[src/rtl/trs80_kbd_pkg.sv]
// Shared types and constants for the TRS-80 Model I PS/2 keyboard source.
// Holds the PS/2 prefix codes, the decoder state enum and the set-2
// scancode to matrix position lookup.
package trs80_kbd_pkg;

    localparam logic [7:0] PS2_BREAK = 8'hF0;
    localparam logic [7:0] PS2_EXT   = 8'hE0;

    typedef enum logic [1:0] {
        IDLE    = 2'd0,
        EXT     = 2'd1,
        BRK     = 2'd2,
        EXT_BRK = 2'd3
    } kbd_state_t;

    typedef struct packed {
        logic       valid;
        logic [2:0] row;
        logic [2:0] col;
    } key_pos_t;

    function automatic key_pos_t mk_pos(input logic [2:0] row, input logic [2:0] col);
        key_pos_t p;
        p.valid = 1'b1;
        p.row   = row;
        p.col   = col;
        return p;
    endfunction

    // ext selects the E0-prefixed table; codes absent from a table are invalid.
    function automatic key_pos_t scancode_to_pos(input logic [7:0] code, input logic ext);
        key_pos_t p;
        p = '0;
        if (ext) begin
            case (code)
                8'h6C:   p = mk_pos(3'd6, 3'd1);   // Home  -> CLEAR
                8'h75:   p = mk_pos(3'd6, 3'd3);   // Up
                8'h72:   p = mk_pos(3'd6, 3'd4);   // Down
                8'h6B:   p = mk_pos(3'd6, 3'd5);   // Left
                8'h74:   p = mk_pos(3'd6, 3'd6);   // Right
                default: p = '0;
            endcase
        end else begin
            case (code)
                8'h54:   p = mk_pos(3'd0, 3'd0);   // @
                8'h1C:   p = mk_pos(3'd0, 3'd1);   // A
                8'h32:   p = mk_pos(3'd0, 3'd2);   // B
                8'h21:   p = mk_pos(3'd0, 3'd3);   // C
                8'h23:   p = mk_pos(3'd0, 3'd4);   // D
                8'h24:   p = mk_pos(3'd0, 3'd5);   // E
                8'h2B:   p = mk_pos(3'd0, 3'd6);   // F
                8'h34:   p = mk_pos(3'd0, 3'd7);   // G
                8'h33:   p = mk_pos(3'd1, 3'd0);   // H
                8'h43:   p = mk_pos(3'd1, 3'd1);   // I
                8'h3B:   p = mk_pos(3'd1, 3'd2);   // J
                8'h42:   p = mk_pos(3'd1, 3'd3);   // K
                8'h4B:   p = mk_pos(3'd1, 3'd4);   // L
                8'h3A:   p = mk_pos(3'd1, 3'd5);   // M
                8'h31:   p = mk_pos(3'd1, 3'd6);   // N
                8'h44:   p = mk_pos(3'd1, 3'd7);   // O
                8'h4D:   p = mk_pos(3'd2, 3'd0);   // P
                8'h15:   p = mk_pos(3'd2, 3'd1);   // Q
                8'h2D:   p = mk_pos(3'd2, 3'd2);   // R
                8'h1B:   p = mk_pos(3'd2, 3'd3);   // S
                8'h2C:   p = mk_pos(3'd2, 3'd4);   // T
                8'h3C:   p = mk_pos(3'd2, 3'd5);   // U
                8'h2A:   p = mk_pos(3'd2, 3'd6);   // V
                8'h1D:   p = mk_pos(3'd2, 3'd7);   // W
                8'h22:   p = mk_pos(3'd3, 3'd0);   // X
                8'h35:   p = mk_pos(3'd3, 3'd1);   // Y
                8'h1A:   p = mk_pos(3'd3, 3'd2);   // Z
                8'h45:   p = mk_pos(3'd4, 3'd0);   // 0
                8'h16:   p = mk_pos(3'd4, 3'd1);   // 1
                8'h1E:   p = mk_pos(3'd4, 3'd2);   // 2
                8'h26:   p = mk_pos(3'd4, 3'd3);   // 3
                8'h25:   p = mk_pos(3'd4, 3'd4);   // 4
                8'h2E:   p = mk_pos(3'd4, 3'd5);   // 5
                8'h36:   p = mk_pos(3'd4, 3'd6);   // 6
                8'h3D:   p = mk_pos(3'd4, 3'd7);   // 7
                8'h3E:   p = mk_pos(3'd5, 3'd0);   // 8
                8'h46:   p = mk_pos(3'd5, 3'd1);   // 9
                8'h52:   p = mk_pos(3'd5, 3'd2);   // :
                8'h4C:   p = mk_pos(3'd5, 3'd3);   // ;
                8'h41:   p = mk_pos(3'd5, 3'd4);   // ,
                8'h4E:   p = mk_pos(3'd5, 3'd5);   // -
                8'h49:   p = mk_pos(3'd5, 3'd6);   // .
                8'h4A:   p = mk_pos(3'd5, 3'd7);   // /
                8'h5A:   p = mk_pos(3'd6, 3'd0);   // ENTER
                8'h76:   p = mk_pos(3'd6, 3'd2);   // Esc   -> BREAK
                8'h29:   p = mk_pos(3'd6, 3'd7);   // SPACE
                8'h12:   p = mk_pos(3'd7, 3'd0);   // left shift
                8'h59:   p = mk_pos(3'd7, 3'd0);   // right shift
                default: p = '0;
            endcase
        end
        return p;
    endfunction

endpackage

[src/rtl/ps2_rx.sv]
// PS/2 device-to-host receiver: two-flop synchronisers, clock glitch filter,
// 11-bit framing with odd-parity check and an inactivity timeout that drops
// partial frames. Emits one byte_valid pulse per good frame.
module ps2_rx #(
    parameter int FILTER_LEN     = 8,
    parameter int TIMEOUT_CYCLES = 50000
) (
    input  logic       clock,
    input  logic       reset_n,
    input  logic       ps2_clk,
    input  logic       ps2_data,
    output logic [7:0] rx_byte,
    output logic       byte_valid
);

    localparam int FW = $clog2(FILTER_LEN + 1);
    localparam int TW = $clog2(TIMEOUT_CYCLES + 1);
    localparam logic [FW-1:0] FILT_LAST = FW'(FILTER_LEN - 1);
    localparam logic [TW-1:0] TMO_LAST  = TW'(TIMEOUT_CYCLES);

    logic [1:0]    clk_sync;
    logic [1:0]    data_sync;
    logic          filt_clk;
    logic          filt_prev;
    logic [FW-1:0] filt_cnt;
    logic [3:0]    bit_cnt;
    logic [9:0]    shift_q;
    logic [TW-1:0] tmo_cnt;
    logic          fall;
    logic          din;
    logic [10:0]   frame;
    logic          frame_ok;

    assign din      = data_sync[1];
    assign fall     = filt_prev & ~filt_clk;
    assign frame    = {din, shift_q};
    assign frame_ok = ~frame[0] & (^frame[9:1]) & frame[10];

    // Bring both PS/2 lines into the clock domain; idle bus level is high.
    always_ff @(posedge clock) begin
        if (!reset_n) begin
            clk_sync  <= 2'b11;
            data_sync <= 2'b11;
        end else begin
            clk_sync  <= {clk_sync[0], ps2_clk};
            data_sync <= {data_sync[0], ps2_data};
        end
    end

    // Accept a new ps2_clk level only after FILTER_LEN consecutive differing samples.
    always_ff @(posedge clock) begin
        if (!reset_n) begin
            filt_clk  <= 1'b1;
            filt_prev <= 1'b1;
            filt_cnt  <= '0;
        end else begin
            filt_prev <= filt_clk;
            if (clk_sync[1] != filt_clk) begin
                if (filt_cnt == FILT_LAST) begin
                    filt_clk <= clk_sync[1];
                    filt_cnt <= '0;
                end else begin
                    filt_cnt <= filt_cnt + 1'b1;
                end
            end else begin
                filt_cnt <= '0;
            end
        end
    end

    // Shift in one bit per filtered falling edge; check and publish on the 11th.
    always_ff @(posedge clock) begin
        if (!reset_n) begin
            bit_cnt    <= '0;
            shift_q    <= '0;
            tmo_cnt    <= '0;
            rx_byte    <= '0;
            byte_valid <= 1'b0;
        end else begin
            byte_valid <= 1'b0;
            if (fall) begin
                tmo_cnt <= '0;
                if (bit_cnt == 4'd0) begin
                    // Hunt for a start bit so a lost frame re-aligns cleanly.
                    if (!din) begin
                        shift_q <= {din, shift_q[9:1]};
                        bit_cnt <= 4'd1;
                    end
                end else if (bit_cnt == 4'd10) begin
                    bit_cnt <= '0;
                    if (frame_ok) begin
                        rx_byte    <= frame[8:1];
                        byte_valid <= 1'b1;
                    end
                end else begin
                    shift_q <= {din, shift_q[9:1]};
                    bit_cnt <= bit_cnt + 1'b1;
                end
            end else begin
                if (tmo_cnt != TMO_LAST) begin
                    tmo_cnt <= tmo_cnt + 1'b1;
                end else if (bit_cnt != 4'd0) begin
                    bit_cnt <= '0;
                end
            end
        end
    end

endmodule

[src/rtl/ps2_keyboard_matrix.sv]
// TRS-80 Model I keyboard source fed by a PS/2 set-2 keyboard.
// Decodes make/break/extended sequences into an 8x8 key matrix and returns
// the OR of the rows addressed by cpu_addr when keyboard_cs_n is low.
// Optional build macro KBD_F12_RESET_EN: F12 make pulses kbd_reset_req for
// one clock instead of being an unmapped code.
//
// state   | meaning
// IDLE    | waiting for a make code or a prefix
// EXT     | E0 seen, next code uses the extended table
// BRK     | F0 seen, next code releases a key
// EXT_BRK | E0 F0 seen, next code releases an extended key
module ps2_keyboard_matrix
    import trs80_kbd_pkg::*;
#(
    parameter int FILTER_LEN     = 8,
    parameter int TIMEOUT_CYCLES = 50000
) (
    input  logic       clock,
    input  logic       reset_n,
    input  logic       ps2_clk,
    input  logic       ps2_data,
    input  logic [7:0] cpu_addr,
    input  logic       keyboard_cs_n,
    output logic [7:0] keyboard_dout,
    output logic       kbd_reset_req
);

`ifdef KBD_F12_RESET_EN
    localparam logic [7:0] PS2_F12 = 8'h07;
`endif

    logic [7:0]      rx_byte;
    logic            byte_valid;
    kbd_state_t      state;
    logic [7:0][7:0] matrix;
    key_pos_t        norm_pos;
    key_pos_t        ext_pos;
    logic [7:0]      row_or;

    ps2_rx #(
        .FILTER_LEN     (FILTER_LEN),
        .TIMEOUT_CYCLES (TIMEOUT_CYCLES)
    ) u_rx (
        .clock      (clock),
        .reset_n    (reset_n),
        .ps2_clk    (ps2_clk),
        .ps2_data   (ps2_data),
        .rx_byte    (rx_byte),
        .byte_valid (byte_valid)
    );

    assign norm_pos = scancode_to_pos(rx_byte, 1'b0);
    assign ext_pos  = scancode_to_pos(rx_byte, 1'b1);

    // Decoder FSM owning the matrix and the reset-request pulse; steps only on byte_valid.
    always_ff @(posedge clock) begin
        if (!reset_n) begin
            state         <= IDLE;
            matrix        <= '0;
            kbd_reset_req <= 1'b0;
        end else begin
            kbd_reset_req <= 1'b0;
            if (byte_valid) begin
                case (state)
                    IDLE: begin
                        if (rx_byte == PS2_BREAK) begin
                            state <= BRK;
                        end else if (rx_byte == PS2_EXT) begin
                            state <= EXT;
`ifdef KBD_F12_RESET_EN
                        end else if (rx_byte == PS2_F12) begin
                            kbd_reset_req <= 1'b1;
`endif
                        end else if (norm_pos.valid) begin
                            matrix[norm_pos.row][norm_pos.col] <= 1'b1;
                        end
                    end
                    EXT: begin
                        if (rx_byte == PS2_BREAK) begin
                            state <= EXT_BRK;
                        end else begin
                            if (ext_pos.valid) begin
                                matrix[ext_pos.row][ext_pos.col] <= 1'b1;
                            end
                            state <= IDLE;
                        end
                    end
                    BRK: begin
                        if (norm_pos.valid) begin
                            matrix[norm_pos.row][norm_pos.col] <= 1'b0;
                        end
                        state <= IDLE;
                    end
                    EXT_BRK: begin
                        if (ext_pos.valid) begin
                            matrix[ext_pos.row][ext_pos.col] <= 1'b0;
                        end
                        state <= IDLE;
                    end
                    default: state <= IDLE;
                endcase
            end
        end
    end

    // Zero-latency read: OR together every row whose address bit is set.
    always_comb begin
        row_or = '0;
        for (int i = 0; i < 8; i++) begin
            if (cpu_addr[i]) begin
                row_or = row_or | matrix[i];
            end
        end
    end

    assign keyboard_dout = keyboard_cs_n ? 8'h00 : row_or;

endmodule

[config.mk]
export PLATFORM = sky130hd
export DESIGN_NAME = ps2_keyboard_matrix
export DESIGN_NICKNAME = d
export VERILOG_FILES = /design/src/rtl/trs80_kbd_pkg.sv /design/src/rtl/ps2_rx.sv /design/src/rtl/ps2_keyboard_matrix.sv
export SDC_FILE = /design/constraint.sdc
export NUM_CORES = 1
export LEC_CHECK = 0
export ABC_AREA = 1
export BUFFER_PORTS_ARGS = -buffer_cell sky130_fd_sc_hd__buf_2
export CAP_MARGIN = 20
export CORE_UTILIZATION = 40
export DETAILED_ROUTE_END_ITERATION = 7
export PLACE_DENSITY = 0.65
export SETUP_SLACK_MARGIN = 0.05
export SLEW_MARGIN = 10
export SYNTH_ARGS = -nofsm -noshare
export SYNTH_HDL_FRONTEND = slang
export SYNTH_SLANG_ARGS = --single-unit
[constraint.sdc]
create_clock -name clock -period 7.3 [get_ports clock]
set_input_delay 0.73 -clock clock [delete_from_list [all_inputs] [get_ports clock]]
set_output_delay 0.73 -clock clock [all_outputs]
set_load 0.005 [all_outputs]
==> impl_results.rst, run 1 <==
.. list-table::
   :header-rows: 1

   * - Metric
     - Value
   * - Count of different cell masters after synthesis
     - 48
   * - H-tree depth reported by CTS
     - 4
   * - Initial detailed-routing violation count
     - 737
   * - Slowest stage delay, CP
     - 360 ps
   * - Post-Route Utilization
     - 45.8%
   * - Share of Yosys cell area claimed by the top area cell type
     - 33.9%
   * - Post-synthesis instance area
     - 7200 um2
   * - Number of buffers and inverters on the critical path
     - 4
   * - Fraction of layout cells with a size suffix above 1
     - 8.33%
   * - Area growth syn-to-layout
     - 10.7%
   * - Setup violators final
     - 0
   * - Critical Path, Cell by Cell
     - inv_1, ha_1, nand3_1, nor4_4, a21oi_1, nor2_1, inv_1, ha_1, inv_1, nand2_1, nand4_1, nand2_1, nand2_1, nand3_1, nand3_1, nand2_1, nand2_1, inv_1
   * - Initial antenna violation count
     - 0
   * - Unrepaired setup endpoints after global routing
     - no
   * - Depth of the worst register-to-register path
     - 18
   * - Final #Nets
     - 1,139
   * - Max-cap viol count
     - 0
   * - Kind of start point of the critical path
     - register
   * - Minimum period implied by the final worst setup slack
     - 3100 ps
   * - Number of global-route vias before repair
     - 6,623
   * - Capturing element type of the critical path
     - register
   * - Port Buffers
     - 20
   * - Reg2reg setup slack
     - 4200 ps
   * - Sum Neg Setup Slack
     - 0 ps
   * - Delay-heaviest family, CP
     - simple AND/OR/NAND/NOR gates
   * - TritonCTS clock tree
     - built
   * - Ant diodes
     - 0
   * - Hold Path Cell Cnt
     - 1
   * - Cell count after placement
     - 1,321
   * - Fillcell total
     - 1,792
   * - Start point of the worst hold path
     - u_rx.clk_sync[0]$_SDFF_PN1_
   * - Routed wire length
     - 20,400 um
   * - Area of combinational cells with multiple inputs
     - 4070 um2
   * - Combinational Power Share
     - 2.2%
   * - Instance count of the mapped netlist
     - 1,118
   * - Flip-flop and latch count after synthesis
     - 122
   * - Net count of the mapped netlist
     - 1,142
   * - Main area contributors after synthesis
     - sky130_fd_sc_hd__dfxtp_1 (34%), sky130_fd_sc_hd__nand2_1 (13%), sky130_fd_sc_hd__o21ai_0 (7.0%), sky130_fd_sc_hd__nor2_1 (6.8%), sky130_fd_sc_hd__inv_1 (6.0%)
   * - Leakage component of the power
     - 0.00308 uW
   * - Dominant cell type by count on the critical path
     - sky130_fd_sc_hd__nand2_1
   * - HPWL after detailed placement
     - 14,400 um
   * - Chip Width
     - 136 um
   * - Max-slew violations
     - 0
   * - Total routing usage reported by global routing
     - 23.2%
   * - Pre-antenna DRT Iters
     - 6
   * - Final period utilization
     - 42.5%
   * - Flop pwr share
     - 44.7%
   * - Routability-driven placement congestion ratio
     - 0.926
   * - Relative slew slack
     - 30.7%
   * - Yosys top cell by area
     - sky130_fd_sc_hd__dfxtp_1
   * - Die height
     - 136 um
   * - Core Region
     - 17,400 um2
   * - Endpoint of the worst hold path
     - u_rx.clk_sync[1]$_SDFF_PN1_
   * - Number of synthesis warnings
     - 0
   * - Sequential-to-total area share from yosys stat
     - 33.9%
   * - Clock network power share
     - 53.2%
   * - Slew at the pin with the worst max-slew slack
     - 1040 ps
   * - Boundary pin count
     - 22
   * - Worst endpoint required time
     - 7620 ps
   * - Vias after detailed routing
     - 7,397
   * - Final antenna-violating net count
     - 0
   * - Number of post-CTS setup repair buffers
     - 0
   * - Count of flip-flops with a built-in enable after synthesis
     - 0
   * - Effective utilization at floorplan
     - 41.4%
   * - Most instantiated flip-flop cell in the synthesis netlist
     - sky130_fd_sc_hd__dfxtp_1
   * - Hold Worst Slack
     - 412 ps
   * - Total power divided by cell area
     - 188 nW/um2
   * - Maximum number of pins on one net before global-route repair
     - 76
   * - Register area
     - 2440 um2
   * - Die outline area
     - 18,600 um2
   * - Setup Skew
     - 8.14 ps
   * - Post-cts sizing count
     - 0
   * - CTS buffer count
     - 17
   * - Type of the setup path with the least slack
     - register to register
   * - Clock latency of the later-clocked register in the worst-skew pair
     - 430 ps
   * - Average wire per cell in the routed design
     - 15.1 um
   * - Number of non-filler instances in the completed layout
     - 1,353
   * - Count of final hold-check violations
     - 0
   * - Hold buffer count at cts
     - 0
   * - Run status
     - finished, final reports clean
   * - Net switching component of the power
     - 324 uW
   * - Final global-route overflow total
     - 0
   * - Clock net sink count
     - 122
   * - Start of the worst register-to-register path
     - u_rx.bit_cnt[0]$_SDFFE_PN0P_
   * - DRC viols
     - 0
   * - Internal Power
     - 1180 uW
   * - Worst vdd ir
     - 176 uV
   * - Cell at the root of the clock tree
     - sky130_fd_sc_hd__clkbuf_16
   * - Row cnt
     - 48
   * - Highest clock rate
     - 322 MHz
   * - Clock Path Buffers
     - 2
   * - Launching instance or port of the critical path
     - u_rx.bit_cnt[0]$_SDFFE_PN0P_
   * - Number of vias per cell
     - 5.47
   * - Share of async-settable or async-resettable flops after synthesis
     - 0%
   * - Critical path fanouts, max
     - 6
   * - Switching Fraction
     - 21.6%
   * - Wire length of the first global-routing pass
     - 33,700 um
   * - Worst EP arrival
     - 3420 ps
   * - Synthesized area per cell
     - 6.44 um2
   * - Clock-pin slew on the worst setup and hold paths
     - 50 ps
   * - Tightest Hold Check Type
     - register to register
   * - Slowest cell on the critical path
     - sky130_fd_sc_hd__nor4_4
[kinds of logic after synthesis]
family	Yosys count	synth area share (%)
buffers and inverters	174	9.69
AOI/OAI and AO/OA	230	18.3
xor gates and xnor gates	3	0.365
and+or+nand+nor	577	35.8
other	1	0.0521
DFF	122	33.9
adders and majority gates	11	1.91
[layer usage]
metal  vias to the layer above  wire [um]  global-route usage, %
li1                       3742          -                      -
met1                      3342       9760                   32.4
met2                       268       8910                   34.5
met5                         -          0                      0
met3                        45       1260                   4.96
met4                         0        486                   9.38
[area by class of cell]
cell class / instances / area share, %
clock inverter: 8 / 0.847
multi-input combinational: 822 / 51.0
tap: 225 / 3.53
timing repair buffer: 28 / 2.01
sequential: 122 / 30.6
inverter: 124 / 5.84
clock buffer: 24 / 6.17
[worst register-to-register path: stages (launching register included)]
cell                      delay [ps]
sky130_fd_sc_hd__dfxtp_1         340
sky130_fd_sc_hd__inv_1           110
sky130_fd_sc_hd__ha_1            160
sky130_fd_sc_hd__nand3_1         240
sky130_fd_sc_hd__nor4_4          360
sky130_fd_sc_hd__a21oi_1         160
sky130_fd_sc_hd__nor2_1          340
sky130_fd_sc_hd__inv_1           140
sky130_fd_sc_hd__ha_1            290
sky130_fd_sc_hd__inv_1           110
sky130_fd_sc_hd__nand2_1          60
sky130_fd_sc_hd__nand4_1         210
sky130_fd_sc_hd__nand2_1          90
sky130_fd_sc_hd__nand2_1          60
sky130_fd_sc_hd__nand3_1          80
sky130_fd_sc_hd__nand3_1         110
sky130_fd_sc_hd__nand2_1          60
sky130_fd_sc_hd__nand2_1          60
sky130_fd_sc_hd__inv_1            40
[cell usage in the layout (no fill, tap or decap), types with 4 or more instances in the layout]
master	instances
sky130_fd_sc_hd__a21oi_1	68
sky130_fd_sc_hd__a221oi_1	16
sky130_fd_sc_hd__a31oi_1	15
sky130_fd_sc_hd__buf_2	20
sky130_fd_sc_hd__buf_4	8
sky130_fd_sc_hd__clkbuf_16	17
sky130_fd_sc_hd__clkbuf_8	4
sky130_fd_sc_hd__clkinv_2	6
sky130_fd_sc_hd__dfxtp_1	122
sky130_fd_sc_hd__ha_1	11
sky130_fd_sc_hd__inv_1	115
sky130_fd_sc_hd__inv_2	8
sky130_fd_sc_hd__nand2_1	255
sky130_fd_sc_hd__nand3_1	84
sky130_fd_sc_hd__nand4_1	15
sky130_fd_sc_hd__nor2_1	131
sky130_fd_sc_hd__nor2_2	5
sky130_fd_sc_hd__nor3_1	40
sky130_fd_sc_hd__nor4_1	26
sky130_fd_sc_hd__o211a_1	4
sky130_fd_sc_hd__o211ai_1	4
sky130_fd_sc_hd__o21ai_0	101
sky130_fd_sc_hd__o21ai_1	5
sky130_fd_sc_hd__or2_2	4
[power groups by stage]
stage	combinational (uW)	sequential (uW)	clock [uW]
floorplan	21.7	684	0
global placement	32.1	685	0
detailed placement	32.4	685	0
CTS	32.5	670	809
global route	35.9	670	838
finish	32.6	671	798
[synthesized netlist by cell type (5+ instances only)]
cell                         n
sky130_fd_sc_hd__a21oi_1    68
sky130_fd_sc_hd__a221oi_1   16
sky130_fd_sc_hd__a31oi_1    15
sky130_fd_sc_hd__buf_2       9
sky130_fd_sc_hd__buf_4       5
sky130_fd_sc_hd__clkbuf_1   30
sky130_fd_sc_hd__dfxtp_1   122
sky130_fd_sc_hd__ha_1       11
sky130_fd_sc_hd__inv_1     115
sky130_fd_sc_hd__inv_2       8
sky130_fd_sc_hd__nand2_1   256
sky130_fd_sc_hd__nand3_1    84
sky130_fd_sc_hd__nand4_1    15
sky130_fd_sc_hd__nor2_1    131
sky130_fd_sc_hd__nor2_2      5
sky130_fd_sc_hd__nor3_1     40
sky130_fd_sc_hd__nor4_1     26
sky130_fd_sc_hd__o21ai_0   101
sky130_fd_sc_hd__o21ai_1     5
[state kept, by name (all words and copies together) (netlist names), named ones only]
signal           count
u_rx.filt_clk        1
u_rx.data_sync       2
u_rx.rx_byte         8
u_rx.filt_cnt        4
u_rx.tmo_cnt        16
u_rx.byte_valid      1
u_rx.clk_sync        2
state                2
u_rx.bit_cnt         4
u_rx.shift_q        10
matrix              64
u_rx.filt_prev       1
[how the worst max path moves through the flow]
| stage | to | cells past startpoint |
|---|---|---|
| after floorplan | register | 18 |
| after global placement | register | 11 |
| after detailed placement | register | 16 |
| after CTS | register | 18 |
| after global routing | register | 18 |
| final | register | 18 |
[stage by stage]
step                      setup WS, ps  total power (uW)  area [um2]
final                             4200              1500        7980
after global routing              3790              1540        7980
after CTS                         4220              1510        7980
after detailed placement          3980               717        7420
after global placement            4050               717        7420
after floorplan                   4720               706        7200
No activity file was read; power rests on OpenSTA's default activity.
==> run 2, diff against run 1 <==
- clock period: 7.3 -> 3.25 ns (I/O delays scaled with it)
==> run 2 against run 1 <==
- utilization rose by 0.57 points
- hold slack worse by 330 ps
- via count is 1.2% higher
- total power rose by 130%
- sequential share of layout area shrank 0.37 points
- first-iteration DRC count is 4.9% lower
==> impl_results.rst, run 2 (synthesized netlist as in run 1, its figures left out) <==
.. list-table::
   :header-rows: 1

   * - Metric
     - Value
   * - Minimum period implied by the final worst setup slack
     - 2840 ps (was 3100 ps)
   * - Wire length on met2
     - 8980 um (was 8910 um)
   * - Fillcell total
     - 1,792 (unchanged)
   * - Pre-antenna DRT Iters
     - 5 (was 6)
   * - Met3 wire len
     - 1430 um (was 1260 um)
   * - Count of final hold-check violations
     - 0 (unchanged)
   * - Leakage component of the power
     - 0.00311 uW (was 0.00308 uW)
   * - Depth of the worst register-to-register path
     - 19 (was 18)
   * - Maximum number of pins on one net before global-route repair
     - 75 (was 76)
   * - Met1 Wirelength
     - 9210 um (was 9760 um)
   * - H-tree depth reported by CTS
     - 4 (unchanged)
   * - Start point of the worst hold path
     - ps2_clk (was u_rx.clk_sync[0]$_SDFF_PN1_)
   * - Fraction of layout cells with a size suffix above 1
     - 9.32% (was 8.33%)
   * - Highest clock rate
     - 353 MHz (was 322 MHz)
   * - Final period utilization
     - 87.3% (was 42.5%)
   * - Worst endpoint required time
     - 3620 ps (was 7620 ps)
   * - Commonest non-fill, non-tap cell in the layout
     - sky130_fd_sc_hd__nand2_1 (unchanged)
   * - Unrepaired setup endpoints after global routing
     - no (unchanged)
   * - TritonCTS clock tree
     - built (unchanged)
   * - Setup Skew
     - 10.5 ps (was 8.14 ps)
   * - Relative slew slack
     - 48.3% (was 30.7%)
   * - Cell at the root of the clock tree
     - sky130_fd_sc_hd__clkbuf_16 (unchanged)
   * - Worst EP arrival
     - 3200 ps (was 3420 ps)
   * - Final global-route overflow total
     - 0 (unchanged)
   * - Type of the setup path with the least slack
     - register to register (unchanged)
   * - Total power divided by cell area
     - 420 nW/um2 (was 188 nW/um2)
   * - Routability-driven placement congestion ratio
     - 0.913 (was 0.926)
   * - Cell count after placement
     - 1,330 (was 1,321)
   * - Clock latency of the later-clocked register in the worst-skew pair
     - 430 ps (about the same)
   * - Boundary pin count
     - 22 (unchanged)
   * - Reg2reg setup slack
     - 410 ps (was 4200 ps)
   * - CTS buffer count
     - 17 (unchanged)
   * - Worst vdd ir
     - 335 uV (was 176 uV)
   * - Area growth syn-to-layout
     - 12.1% (was 10.7%)
   * - Average wire per cell in the routed design
     - 14.8 um (was 15.1 um)
   * - Critical Path, Cell by Cell
     - inv_1, ha_1, nand3_1, nor4_4, nand2_4, nand2_1, inv_1, nor2_1, ha_1, inv_1, nand2_1, nand4_1, nand2_1, nand2_1, nand3_1, nand2_1, nand3_1, nand2_1, nand2_1 (was inv_1, ha_1, nand3_1, nor4_4, a21oi_1, nor2_1, inv_1, ha_1, inv_1, nand2_1, nand4_1, nand2_1, nand2_1, nand3_1, nand3_1, nand2_1, nand2_1, inv_1)
   * - Number of post-CTS setup repair buffers
     - 0 (unchanged)
   * - Biggest register
     - matrix (unchanged)
   * - Number of flip-flops in the largest register
     - 64 (unchanged)
   * - Register area
     - 2440 um2 (unchanged)
   * - Largest regs
     - matrix (64), u_rx.tmo_cnt (16), u_rx.shift_q (10) (unchanged)
   * - Routed wire length
     - 20,200 um (was 20,400 um)
   * - Port Buffers
     - 20 (unchanged)
   * - Die height
     - 136 um (unchanged)
   * - Endpoint of the worst hold path
     - u_rx.clk_sync[0]$_SDFF_PN1_ (was u_rx.clk_sync[1]$_SDFF_PN1_)
   * - Launching instance or port of the critical path
     - u_rx.bit_cnt[0]$_SDFFE_PN0P_ (unchanged)
   * - HPWL after detailed placement
     - 14,400 um (about the same)
   * - Most frequent cells in the layout
     - sky130_fd_sc_hd__nand2_1 (255), sky130_fd_sc_hd__nor2_1 (131), sky130_fd_sc_hd__dfxtp_1 (122) (unchanged)
   * - DRC viols
     - 0 (unchanged)
   * - Tightest Hold Check Type
     - input pin to register (was register to register)
   * - Clock net sink count
     - 122 (unchanged)
   * - Slew at the pin with the worst max-slew slack
     - 775 ps (was 1040 ps)
   * - Die outline area
     - 18,600 um2 (unchanged)
   * - Initial detailed-routing violation count
     - 701 (was 737)
   * - Setup violators final
     - 0 (unchanged)
   * - Final #Nets
     - 1,148 (was 1,139)
   * - Max-slew violations
     - 0 (unchanged)
   * - Initial antenna violation count
     - 0 (unchanged)
   * - Number of global-route vias before repair
     - 6,561 (was 6,623)
   * - Number of vias per cell
     - 5.49 (was 5.47)
   * - Effective utilization at floorplan
     - 41.4% (unchanged)
   * - Area of combinational cells with multiple inputs
     - 4080 um2 (was 4070 um2)
   * - Max-cap viol count
     - 0 (unchanged)
   * - Wire length of the first global-routing pass
     - 32,700 um (was 33,700 um)
   * - Clock Path Buffers
     - 2 (unchanged)
   * - Ant diodes
     - 0 (unchanged)
   * - Number of non-filler instances in the completed layout
     - 1,362 (was 1,353)
   * - Final antenna-violating net count
     - 0 (unchanged)
   * - Start of the worst register-to-register path
     - u_rx.bit_cnt[0]$_SDFFE_PN0P_ (unchanged)
   * - Critical path fanouts, max
     - 9 (was 6)
   * - Core Region
     - 17,400 um2 (unchanged)
   * - Total routing usage reported by global routing
     - 22.6% (was 23.2%)
   * - DR top layer
     - met4 (unchanged)
   * - Power consumption
     - 3390 uW (was 1500 uW)
   * - Sum Neg Setup Slack
     - 0 ps (unchanged)
   * - Chip Width
     - 136 um (unchanged)
   * - Row cnt
     - 48 (unchanged)
   * - Hold Path Cell Cnt
     - 2 (was 1)
   * - Clock-pin slew on the worst setup and hold paths
     - 60 ps (was 50 ps)
   * - Vias after detailed routing
     - 7,483 (was 7,397)
   * - Slowest cell on the critical path
     - sky130_fd_sc_hd__dfxtp_1 (was sky130_fd_sc_hd__nor4_4)
   * - Kind of start point of the critical path
     - register (unchanged)
   * - Capturing element type of the critical path
     - register (unchanged)
   * - Run status
     - finished, final reports clean (unchanged)
   * - Slowest stage delay, CP
     - 330 ps (was 360 ps)
   * - Dominant cell type by count on the critical path
     - sky130_fd_sc_hd__nand2_1 (unchanged)
-- run 2: cell types whose count changed in the layout (fill, tap and decap cells not counted), moves of 3 or more --
cell                         previous run  this run
sky130_fd_sc_hd__inv_6                  0         3
sky130_fd_sc_hd__clkinvlp_4             1         4
sky130_fd_sc_hd__clkbuf_1               3         0
sky130_fd_sc_hd__clkbuf_8               4         0
sky130_fd_sc_hd__clkinv_4               0         6
sky130_fd_sc_hd__clkinv_2               6         1
sky130_fd_sc_hd__buf_4                  8        16
-- run 2: cell type report --
type	count	share of cell area (%)
clock inverters	15	1.78
inverters	124	5.76
well taps	225	3.49
multi-input cells	822	50.5
repair buffers	37	2.98
clock buffers	17	5.27
flip-flops and latches	122	30.2
-- run 2: power by group --
group          total, uW  internal [uW]  leakage (uW)  switching, uW
sequential          1510           1500      0.000984           3.69
clock               1810           1060      0.000266            748
combinational       75.6           19.7       0.00186           55.8
-- run 2: timing repair --
| action | CTS | global route |
|---|---|---|
| endpoints found under the setup margin | 0 | 1 |
| resized for setup | 0 | 1 |
| hold buffers | 0 | 0 |
-- run 2: per-layer routing --
| metal | vias up | GRT usage [%] |
|---|---|---|
| li1 | 3765 | - |
| met1 | 3380 | 31.2 |
| met2 | 285 | 33.7 |
| met3 | 53 | 4.47 |
| met4 | 0 | 10.5 |
| met5 | - | 0 |
-- run 2: worst max path at each step --
stage / slack [ps] / depth (start not counted) / endpoint
after floorplan: 670 / 18 / register
after global placement: 540 / 20 / register
after detailed placement: 450 / 20 / register
after CTS: 440 / 20 / register
after global routing: 110 / 19 / register
final: 410 / 19 / register
-- run 2: metrics by stage --
| stage | hold WS [ps] | util (%) | setup WS, ps | instance area, um2 |
|---|---|---|---|---|
| floorplan | 393 | - | 674 | 7200 |
| global placement | 395 | 43.0 | 535 | 7500 |
| detailed placement | 401 | 43.0 | 447 | 7500 |
| CTS | 69.1 | 46.3 | 438 | 8070 |
| global route | 69.1 | 46.4 | 108 | 8070 |
| finish | 79.9 | 46.4 | 414 | 8070 |
-- run 2: worst max-delay path, delay by kind of cell, from the launching register on --
kind,cells,cell delay (ps)
AND/OR/NAND/NOR,14,1720
flip-flops,1,330
adder cells (fa/ha/maj),2,440
buffers and inverters,3,260
